[src/rtl/vanity_pkg.sv]
// ----------------------------------------------------------------------------
// vanity_pkg
// Shared types and constants for the vanity search sequencer.
//   state_t    : walk controller states (IDLE / RUN / DRAIN)
//   *_DEF      : default widths and FIFO depths
//   ptr_width  : pointer width for a FIFO of a given depth
// ----------------------------------------------------------------------------
package vanity_pkg;

  localparam int COORD_WIDTH_DEF = 256;
  localparam int CNT_WIDTH_DEF   = 64;
  localparam int TAG_DEPTH_DEF   = 4;
  localparam int MATCH_DEPTH_DEF = 8;

  typedef enum logic [1:0] {
    IDLE  = 2'd0,
    RUN   = 2'd1,
    DRAIN = 2'd2
  } state_t;

  // Depths are powers of two, so the pointer is exactly clog2(depth) bits.
  function automatic int ptr_width(input int depth);
    return (depth > 1) ? $clog2(depth) : 1;
  endfunction

endpackage

[src/rtl/vanity_sync_fifo.sv]
// ----------------------------------------------------------------------------
// vanity_sync_fifo
// Single-clock FIFO. A push while full is taken only when a pop happens in
// the same cycle; a pop while empty is ignored. pop_data shows the head entry
// (zero when empty).
// Ports:
//   clk, reset      : clock, synchronous active-high reset
//   flush           : synchronous empty (wins over push/pop)
//   push, push_data : write request and data
//   pop             : remove head entry
//   pop_data        : head entry
//   full, empty     : status
//   count           : number of stored entries
// ----------------------------------------------------------------------------
module vanity_sync_fifo
  import vanity_pkg::*;
#(
  parameter int WIDTH = 8,
  parameter int DEPTH = 4
) (
  input  logic                     clk,
  input  logic                     reset,
  input  logic                     flush,
  input  logic                     push,
  input  logic [WIDTH-1:0]         push_data,
  input  logic                     pop,
  output logic [WIDTH-1:0]         pop_data,
  output logic                     full,
  output logic                     empty,
  output logic [$clog2(DEPTH):0]   count
);

  localparam int PW = ptr_width(DEPTH);
  localparam logic [PW:0] FULL_CNT = (PW+1)'(DEPTH);

  logic [WIDTH-1:0] mem [DEPTH];
  logic [PW-1:0]    wr_ptr;
  logic [PW-1:0]    rd_ptr;
  logic [PW:0]      cnt;
  logic             do_push;
  logic             do_pop;

  assign full    = (cnt == FULL_CNT);
  assign empty   = (cnt == {(PW+1){1'b0}});
  assign count   = cnt;
  assign do_pop  = pop && !empty;
  assign do_push = push && (!full || do_pop);

  // Pointer and occupancy bookkeeping.
  always_ff @(posedge clk) begin
    if (reset || flush) begin
      wr_ptr <= {PW{1'b0}};
      rd_ptr <= {PW{1'b0}};
      cnt    <= {(PW+1){1'b0}};
    end else begin
      if (do_push) wr_ptr <= wr_ptr + 1'b1;
      if (do_pop)  rd_ptr <= rd_ptr + 1'b1;
      case ({do_push, do_pop})
        2'b10:   cnt <= cnt + 1'b1;
        2'b01:   cnt <= cnt - 1'b1;
        default: cnt <= cnt;
      endcase
    end
  end

  // Storage array; contents need no reset since occupancy guards every read.
  always_ff @(posedge clk) begin
    if (!reset && !flush && do_push) mem[wr_ptr] <= push_data;
  end

  // Head of queue, forced to zero when nothing is stored.
  always_comb begin
    if (empty) pop_data = {WIDTH{1'b0}};
    else       pop_data = mem[rd_ptr];
  end

endmodule

[src/rtl/vanity_search_sequencer.sv]
// ----------------------------------------------------------------------------
// vanity_search_sequencer
// Walks the public-key adder from a seed point, tags each adder result with
// its iteration count, carries the tags through the hash/compare latency and
// queues matched iteration counts for readout.
// Optional feature macro: VANITY_ITER_LIMIT_EN (adds rx_limit / tx_limit_hit).
// Ports:
//   clk, reset                  : clock, synchronous active-high reset
//   rx_start / rx_stop          : begin walk (IDLE only) / stop issuing and drain
//   rx_seed_x, rx_seed_y        : seed point
//   tx_adder_reset, tx_x, tx_y  : one-cycle adder start pulse and operand point
//   rx_adder_done, rx_adder_x/y : adder result (held until next start pulse)
//   rx_cmp_valid, rx_cmp_match  : compare result per issued point, in order
//   tx_match_valid/cnt, rx_match_ack : match FIFO head and pop handshake
//   tx_cnt, tx_busy             : completed iterations, walk active
//   tx_overflow, tx_tag_error   : sticky error flags
//   rx_limit, tx_limit_hit      : iteration limit (0 = none) and sticky hit flag
// ----------------------------------------------------------------------------
module vanity_search_sequencer
  import vanity_pkg::*;
#(
  parameter int COORD_WIDTH = COORD_WIDTH_DEF,
  parameter int CNT_WIDTH   = CNT_WIDTH_DEF,
  parameter int TAG_DEPTH   = TAG_DEPTH_DEF,
  parameter int MATCH_DEPTH = MATCH_DEPTH_DEF
) (
  input  logic                   clk,
  input  logic                   reset,
  input  logic                   rx_start,
  input  logic                   rx_stop,
  input  logic [COORD_WIDTH-1:0] rx_seed_x,
  input  logic [COORD_WIDTH-1:0] rx_seed_y,
  output logic                   tx_adder_reset,
  output logic [COORD_WIDTH-1:0] tx_x,
  output logic [COORD_WIDTH-1:0] tx_y,
  input  logic                   rx_adder_done,
  input  logic [COORD_WIDTH-1:0] rx_adder_x,
  input  logic [COORD_WIDTH-1:0] rx_adder_y,
  input  logic                   rx_cmp_valid,
  input  logic                   rx_cmp_match,
  output logic                   tx_match_valid,
  output logic [CNT_WIDTH-1:0]   tx_match_cnt,
  input  logic                   rx_match_ack,
  output logic [CNT_WIDTH-1:0]   tx_cnt,
  output logic                   tx_busy,
  output logic                   tx_overflow,
  output logic                   tx_tag_error
`ifdef VANITY_ITER_LIMIT_EN
  ,
  input  logic [CNT_WIDTH-1:0]   rx_limit,
  output logic                   tx_limit_hit
`endif
);

  localparam int TAG_CW   = $clog2(TAG_DEPTH) + 1;
  localparam int MATCH_CW = $clog2(MATCH_DEPTH) + 1;
  localparam logic [TAG_CW-1:0] TAG_ONE = TAG_CW'(1);

  state_t                 state;
  logic                   tag_full, tag_empty, tag_pop, tag_flush;
  logic [TAG_CW-1:0]      tag_count;
  logic [CNT_WIDTH-1:0]   tag_head;
  logic                   match_full, match_empty, match_push, match_pop;
  logic [MATCH_CW-1:0]    match_count;
  logic                   accept, limit_reached, drain_done;
  logic [CNT_WIDTH-1:0]   cnt_next;

  assign tag_pop    = rx_cmp_valid && !tag_empty;
  assign tag_flush  = (state == IDLE) && rx_start;
  assign match_push = tag_pop && rx_cmp_match;
  assign match_pop  = rx_match_ack && !match_empty;
  assign cnt_next   = tx_cnt + 1'b1;

  // A held adder result is taken once per start pulse, and only when its tag
  // has room (a same-cycle tag pop frees the slot).
  assign accept = (state == RUN) && rx_adder_done && !tx_adder_reset &&
                  (!tag_full || tag_pop);

  // DRAIN ends as soon as the tag FIFO will be empty after this cycle.
  assign drain_done = (tag_count == {TAG_CW{1'b0}}) || ((tag_count == TAG_ONE) && tag_pop);

  assign tx_match_valid = (match_count != {MATCH_CW{1'b0}});

`ifdef VANITY_ITER_LIMIT_EN
  assign limit_reached = (rx_limit != {CNT_WIDTH{1'b0}}) && (cnt_next == rx_limit);
`else
  assign limit_reached = 1'b0;
`endif

  vanity_sync_fifo #(.WIDTH(CNT_WIDTH), .DEPTH(TAG_DEPTH)) u_tag_fifo (
    .clk       (clk),
    .reset     (reset),
    .flush     (tag_flush),
    .push      (accept),
    .push_data (tx_cnt),
    .pop       (tag_pop),
    .pop_data  (tag_head),
    .full      (tag_full),
    .empty     (tag_empty),
    .count     (tag_count)
  );

  vanity_sync_fifo #(.WIDTH(CNT_WIDTH), .DEPTH(MATCH_DEPTH)) u_match_fifo (
    .clk       (clk),
    .reset     (reset),
    .flush     (1'b0),
    .push      (match_push),
    .push_data (tag_head),
    .pop       (match_pop),
    .pop_data  (tx_match_cnt),
    .full      (match_full),
    .empty     (match_empty),
    .count     (match_count)
  );

  // Walk controller: state, operand point, iteration count and start pulse.
  always_ff @(posedge clk) begin
    if (reset) begin
      state          <= IDLE;
      tx_busy        <= 1'b0;
      tx_adder_reset <= 1'b0;
      tx_x           <= {COORD_WIDTH{1'b0}};
      tx_y           <= {COORD_WIDTH{1'b0}};
      tx_cnt         <= {CNT_WIDTH{1'b0}};
`ifdef VANITY_ITER_LIMIT_EN
      tx_limit_hit   <= 1'b0;
`endif
    end else begin
      tx_adder_reset <= 1'b0;
      case (state)
        IDLE: begin
          if (rx_start) begin
            tx_x           <= rx_seed_x;
            tx_y           <= rx_seed_y;
            tx_cnt         <= {CNT_WIDTH{1'b0}};
            tx_adder_reset <= 1'b1;
            tx_busy        <= 1'b1;
            state          <= RUN;
`ifdef VANITY_ITER_LIMIT_EN
            tx_limit_hit   <= 1'b0;
`endif
          end
        end
        RUN: begin
          if (accept) begin
            tx_x   <= rx_adder_x;
            tx_y   <= rx_adder_y;
            tx_cnt <= cnt_next;
            // A stop or limit on the accepting cycle still records the result
            // but launches no further adder work.
            if (rx_stop || limit_reached) state <= DRAIN;
            else                          tx_adder_reset <= 1'b1;
`ifdef VANITY_ITER_LIMIT_EN
            if (limit_reached) tx_limit_hit <= 1'b1;
`endif
          end else if (rx_stop) begin
            state <= DRAIN;
          end
        end
        DRAIN: begin
          if (drain_done) begin
            state   <= IDLE;
            tx_busy <= 1'b0;
          end
        end
        default: begin
          state   <= IDLE;
          tx_busy <= 1'b0;
        end
      endcase
    end
  end

  // Sticky error flags, cleared only by reset.
  always_ff @(posedge clk) begin
    if (reset) begin
      tx_overflow  <= 1'b0;
      tx_tag_error <= 1'b0;
    end else begin
      if (rx_cmp_valid && tag_empty)                tx_tag_error <= 1'b1;
      if (match_push && match_full && !rx_match_ack) tx_overflow  <= 1'b1;
    end
  end

endmodule

[config.mk]
export PLATFORM = sky130hd
export DESIGN_NAME = vanity_search_sequencer
export DESIGN_NICKNAME = d
export VERILOG_FILES = /design/src/rtl/vanity_pkg.sv /design/src/rtl/vanity_sync_fifo.sv /design/src/rtl/vanity_search_sequencer.sv
export SDC_FILE = /design/constraint.sdc
export NUM_CORES = 2
export LEC_CHECK = 0
export ABC_AREA = 1
export BUFFER_PORTS_ARGS = -buffer_cell sky130_fd_sc_hd__buf_2
export CORE_AREA = 2 2 649 651
export CTS_CLUSTER_SIZE = 24
export DETAILED_ROUTE_END_ITERATION = 16
export DIE_AREA = 0 0 651 653
export MAX_ROUTING_LAYER = met4
export PLACE_DENSITY = 0.3
export SYNTH_ARGS = -nofsm -noshare
export SYNTH_HDL_FRONTEND = slang
export SYNTH_SLANG_ARGS = --single-unit
export TNS_END_PERCENT = 50
[constraint.sdc]
create_clock -name clk -period 7.6 [get_ports clk]
set_clock_uncertainty 0.15 [all_clocks]
set_input_delay 1.14 -clock clk [delete_from_list [all_inputs] [get_ports clk]]
set_output_delay 1.14 -clock clk [all_outputs]
set_load 0.05 [all_outputs]
# After elaboration in Yosys (flattened, before gate mapping)
# Memory sizes are Yosys's and may differ from the RTL's. A register that Yosys moved wholly into a read port is not among the register bits.
# Index checks and enable logic that the tools add are counted.
op_classes:
  mux: 32
  n_eq_ne: 13
  n_addsub: 9
  bitwise_logic: 1
  reduce_logical: 41
ops:
  columns: ["cell", "n"]
  rows:
  - ["256-bit 2-to-1 mux", 4]
  - ["256-bit one-hot mux with 2 select lines", 2]
  - ["64-bit 2-to-1 mux", 4]
  - ["64-bit one-hot mux with 2 select lines", 1]
  - ["64-bit by 1-bit adder with 64-bit output (second input constant)", 1]
  - ["1-bit logical AND", 18]
  - ["2-bit 2-to-1 mux", 5]
  - ["3-bit by 1-bit adder with 3-bit output (second input constant)", 3]
  - ["1-bit 2-to-1 mux", 9]
  - ["3-bit AND reduction", 3]
  - ["1-bit logical NOT", 8]
  - ["4-bit one-hot mux with 2 select lines", 1]
  - ["2-bit by 1-bit == test with 1-bit output (second input constant)", 3]
  - ["2-bit == test (second input constant)", 3]
  - ["3-bit 2-to-1 mux", 2]
  - ["2-bit != test (second input constant)", 3]
  - ["2-bit one-hot mux with 3 select lines", 1]
  - ["3-bit one-hot mux with 2 select lines", 1]
  - ["2-bit nonzero test", 3]
  - ["1-bit logical OR", 5]
  - ["2-bit by 1-bit adder with 2-bit output (second input constant)", 2]
  - ["4-bit by 1-bit adder with 4-bit output (second input constant)", 1]
  - ["4-bit == test (second input constant)", 1]
  - ["4-bit logical NOT", 1]
  - ["other kinds (11)", 11]
word_totals:
  memories: 2
  ram_bits: 768
  wordCells: 112
  inputBits: 1032
  output_inout_bits: 645
  reg_bits: 599
memory_table:
  columns: ["memory", "depth", "width", "rd", "rd_ports_with_merged_regs", "write_ports", "line_no", "source"]
  rows:
  - ["u_match_fifo.mem", 8, 64, 1, 1, 1, "vanity_sync_fifo.sv:36", "logic [WIDTH-1:0] mem [DEPTH];"]
  - ["u_tag_fifo.mem", 4, 64, 1, 1, 1, "vanity_sync_fifo.sv:36", null]

# Depth between registers and ports, before layout
logic_depth:
  word_depth: 9
  ltp_mapped: 17

# Modules after synthesis
# Synthesis repeated with hierarchy kept, for this count alone.
unflattened:
  hier_cells: 5914
  area_unflattened_um2: 56309.0
modules_own_cells:
  columns: ["mod", "cells_each", "area_per_inst_um2", "n_inst"]
  rows:
  - ["vanity_search_sequencer", 3549, 25251.7, 1]
  - ["vanity_sync_fifo (u_match_fifo)", 1541, 20649.8, 1]
  - ["vanity_sync_fifo (u_tag_fifo)", 824, 10407.5, 1]

# Worst setup path after synthesis
# OpenSTA, ideal clock, no wires.
synth_path:
  kind: "input-to-reg"
  start: "input rx_cmp_valid"
  end: "memory u_match_fifo.mem[6][0] in the netlist's numbering, enable pin"
  setup_ns: 0.565
  required_ns: 6.885
  n_path_buf: 0
  cell_stages: 8
  slack_ns: 0.605
  arrival_ns: 6.280
  cell_sequence: "inv_1 nor2_4 nand2_1 nor2_1 inv_1 nor2_1 inv_1 nor3_1"
synth_via:
  elab_chain_cells: 6
synth_rtl:
  columns: ["element", "line_no", "source"]
  rows:
  - ["start: declaration", "vanity_search_sequencer.sv:39", "input logic rx_cmp_valid,"]
  - ["1-bit logical AND", "vanity_search_sequencer.sv:68", "assign tag_pop = rx_cmp_valid && !tag_empty;"]
  - ["1-bit logical AND", "vanity_search_sequencer.sv:70", "assign match_push = tag_pop && rx_cmp_match;"]
  - ["1-bit logical AND", "vanity_sync_fifo.sv:47", "assign do_push = push && (!full || do_pop);"]
  - ["1-bit logical AND", "vanity_sync_fifo.sv:68", "if (!reset && !flush && do_push) mem[wr_ptr] <= push_data;"]
  - ["1-bit 2-to-1 mux", "vanity_sync_fifo.sv:68", null]
  - ["1-bit 2-to-1 mux (not written as such)", "vanity_sync_fifo.sv:68", null]
  - ["end: declaration", "vanity_sync_fifo.sv:36", null]
# Every way passes these cells.

# Worst setup path after layout
layout_path:
  start: "register u_match_fifo.cnt[0] (netlist: u_match_fifo.count[0])"
  end: "output tx_match_cnt[0]"
layout_via:
  elab_chain_cells: 2
layout_rtl:
  columns: ["element", "line_no", "source"]
  rows:
  - ["start: declaration", "vanity_sync_fifo.sv:39", "logic [PW:0] cnt;"]
  - ["start signal: assignment", "vanity_sync_fifo.sv:54", "cnt <= {(PW+1){1'b0}};"]
  - ["start signal: assignment", "vanity_sync_fifo.sv:59", "2'b10: cnt <= cnt + 1'b1;"]
  - ["start signal: assignment", "vanity_sync_fifo.sv:60", "2'b01: cnt <= cnt - 1'b1;"]
  - ["4-bit logical NOT", "vanity_sync_fifo.sv:44", "assign empty = (cnt == {(PW+1){1'b0}});"]
  - ["64-bit 2-to-1 mux", "vanity_sync_fifo.sv:73", "if (empty) pop_data = {WIDTH{1'b0}};"]
  - ["end: declaration", "vanity_search_sequencer.sv:42", "output logic [CNT_WIDTH-1:0] tx_match_cnt,"]
# Every way passes these cells.

==> impl_metrics.py <==
metrics = {
    "synth": {
        "synth_warnings": 0,
        "syn_area_sq_um": 55560,
        "syn-instance-count": 5823,
        "synth.distinct_cells": 38,
        "syn_nets": 6868,
        "yosysTopAreaCell": "edfxtp_1",
        "synth_area_leaders": "edfxtp_1, dfxtp_1, o21ai_0",
        "async_flop_share_pct": 0,
        "yosysSeqAreaShare_pct": 63.27,
        "syn_area_per_cell_sq_um": 9.542,
        "synth_ff_type": "edfxtp_1",
        "synth_edf_count": 768,
        "ys_ff_latch": 1372,
        "synth_top_area_share_pct": 41.51,
    },
    "clock_network": {
        "h-tree-depth": 4,
        "numClockSinks": 1372,
        "clk_path_buf_depth": 4,
        "cts_setup_buffers": 0,
        "clk_latency_ns": 0.90,
        "postCtsResizedCells": 0,
        "ctsHoldBuffers": 0,
        "clk_pin_slew_ns": 0.06,
        "cts-root-buf": "clkbuf_16",
        "cts_tree": "yes",
        "numCtsBuffers": 187,
    },
    "drt": {
        "drt_iter0_markers": 4955,
        "dr.pass1.iters": 6,
        "routed_wl_microns": 499100,
        "vias_per_cell": 4.104,
        "drc": 0,
        "ant_nets": 0,
        "avgRoutedWirePerCell_microns": 37.73,
        "num_vias": 54290,
    },
    "cells_and_area": {
        "nFillCells": 47020,
        "syn2layout_area_growth_pct": 37.94,
        "layout_commonest_cell": "buf_2",
        "nNetsFinal": 8353,
        "final_cell_mix": "buf_2, nand2_1, o21ai_0, edfxtp_1, nor2_1",
        "fin_area_sq_um": 76640,
        "layout-drive-gt1-share_pct": 27.68,
        "fin_util_pct": 18.32,
    },
    "outcome": {
        "status": "finished, final reports clean",
    },
    "critical_path": {
        "critPathCaptureType": "output port",
        "cp_num_buf_inv": 4,
        "cp_cell_sequence": "inv_1, nand3_1, inv_1, nand2_2, buf_4, o21ai_0, a31oi_1, buf_2",
        "cp-start-kind": "register",
        "cp_max_fo": 23,
        "cp_common_cell": "inv_1",
        "cp.arrival_ns": 3.80,
        "timing.rr.start": "u_tag_fifo.count[0]",
        "crit_start": "u_match_fifo.count[0]",
        "crit_type": "register to output port",
        "required_ns": 6.31,
        "slowest_stage": "a31oi_1",
        "critPathTopFamily": "buffers and inverters",
        "crit_path_max_incr_delay_ns": 0.59,
    },
    "timing": {
        "fin_ws_ns": 2.515,
        "tightest_slew_ns": 1.287,
        "fin_crit_ns": 5.086,
        "hold_violations": 0,
        "max_slew_margin_pct": 14.22,
        "grt_setup_unrepaired": "false",
        "timing.fmax_ghz": 0.1966,
        "finalCritPeriodShare_pct": 66.91,
        "setup_tns_ns": 0,
        "finalSetupViolations": 0,
        "maxSlewViolCount": 0,
    },
    "place": {
        "pre_cts_slack_ns": 2.950,
        "place_hpwl_microns": 409000,
        "gp_congestion": 1.029,
        "placed_area_sq_um": 69850,
        "io_buffers": 1676,
    },
    "hold_path": {
        "min-delay-start": "u_tag_fifo.rd_ptr[0]",
        "hp-class": "register to register",
    },
    "power": {
        "powerDensity_nw_per_um2": 328.0,
        "total_power_mw": 25.14,
        "leakage_nw": 29.67,
        "irDropWorstVdd_mv": 0.2399,
    },
    "floorplan": {
        "dieHeight_microns": 653,
        "row_count": 238,
        "dieArea_sq_um": 425100,
        "die_x_microns": 651,
        "start_util_pct": 13.28,
        "fp.coreArea_sq_um": 418400,
        "ioPinCount": 1677,
    },
    "global_route": {
        "grt_pass1_vias": 51390,
        "grt_first_pass_wirelength_microns": 613900,
        "grt_max_degree": 205,
        "grt_overflow": 0,
        "grt_antenna_before_repair": 401,
        "grt_usage_pct": 23.24,
    },
    "flow_run": {
        "maxCapViolCount": 0,
    },
}
==> metal layers <==
| metal | wire length (microns) | global-route usage, % | vias to the layer above |
|---|---|---|---|
| met5 | 0 | - | - |
| met4 | 25190 | 9.221 | 0 |
| met3 | 43000 | 7.735 | 833 |
| met2 | 213800 | 34.38 | 2432 |
| met1 | 217100 | 29.02 | 27090 |
| li1 | - | - | 23930 |
==> cell usage after synthesis, types with 2 or more instances <==
library cell and count:
ha_1 13, buf_4 5, edfxtp_1 768, nand4_1 32
buf_1 44, nand3_2 2, o22ai_1 64, inv_2 6
nand3_1 48, nor2_1 758, nor3_2 2, nand2_1 1190
nor3_1 27, nor4_1 3, dfxtp_1 604, o21ai_1 19
nor3b_1 2, nand2_2 4, buf_2 136, o21ai_0 976
a21oi_1 118, nor2_4 5, inv_1 124, o21a_1 7
nor2_2 6, clkbuf_1 262, and3_1 6, a31oi_1 580
nand3b_1 3
==> state kept, by name, indices dropped and copies added, names as in the netlist, named ones only <==
name and flops:
u_match_fifo.mem 512, tx_x 256, tx_y 256, u_tag_fifo.mem 256
tx_cnt 64, u_match_fifo.count 4, u_match_fifo.rd_ptr 3, u_match_fifo.wr_ptr 3
u_tag_fifo.count 3, state 2, u_tag_fifo.rd_ptr 2, u_tag_fifo.wr_ptr 2
tx_adder_reset 1, tx_busy 1, tx_overflow 1, tx_tag_error 1
==> power by group <==
part           switching, mW  total [mW]  internal, mW  leakage, nW
logic                   6.04        7.46          1.42         14.4
clock network           3.84        9.24          5.41         3.02
registers              0.290        8.44          8.15         12.2
==> final timing paths <==
kind                                  end  slack, ns  cells after the start
hold / removal                   register       0.33                      1
setup reg to reg  u_match_fifo.mem[5][63]       3.36                     13
setup / recovery          tx_match_cnt[0]       2.51                      8
hold reg to reg                  register       0.33                      1
==> kinds of logic after synthesis <==
| group | Yosys count | synth area share, % |
|---|---|---|
| DFF | 1372 | 63.27 |
| xor gates and xnor gates | 2 | 0.03153 |
| buffers and inverters | 579 | 4.265 |
| adders and majority gates | 13 | 0.2928 |
| and+or+nand+nor | 2090 | 14.71 |
| AOI/OAI and AO/OA | 1767 | 17.43 |
==> cell type report <==
type | count | area [sq um] | share of cell area (%)
multi-input cells | 3872 | 18130 | 23.66
clock inverters | 83 | 934.6 | 1.219
inverters | 131 | 519.2 | 0.6775
repair buffers | 1744 | 9124 | 11.90
flip-flops and latches | 1372 | 35170 | 45.89
well taps | 5520 | 6907 | 9.011
clock buffers | 251 | 5218 | 6.807
diodes | 255 | 638.1 | 0.8326
==> per-stage QoR <==
stage / hold WS, ns / std cells
final: 0.3260 / 13230
after global routing: 0.3088 / 13200
after CTS: 0.2404 / 12970
after floorplan: 0.2935 / 5823
after global placement: 0.3033 / 12640
after detailed placement: 0.3113 / 12640
Power figures use the tool's default switching activity.
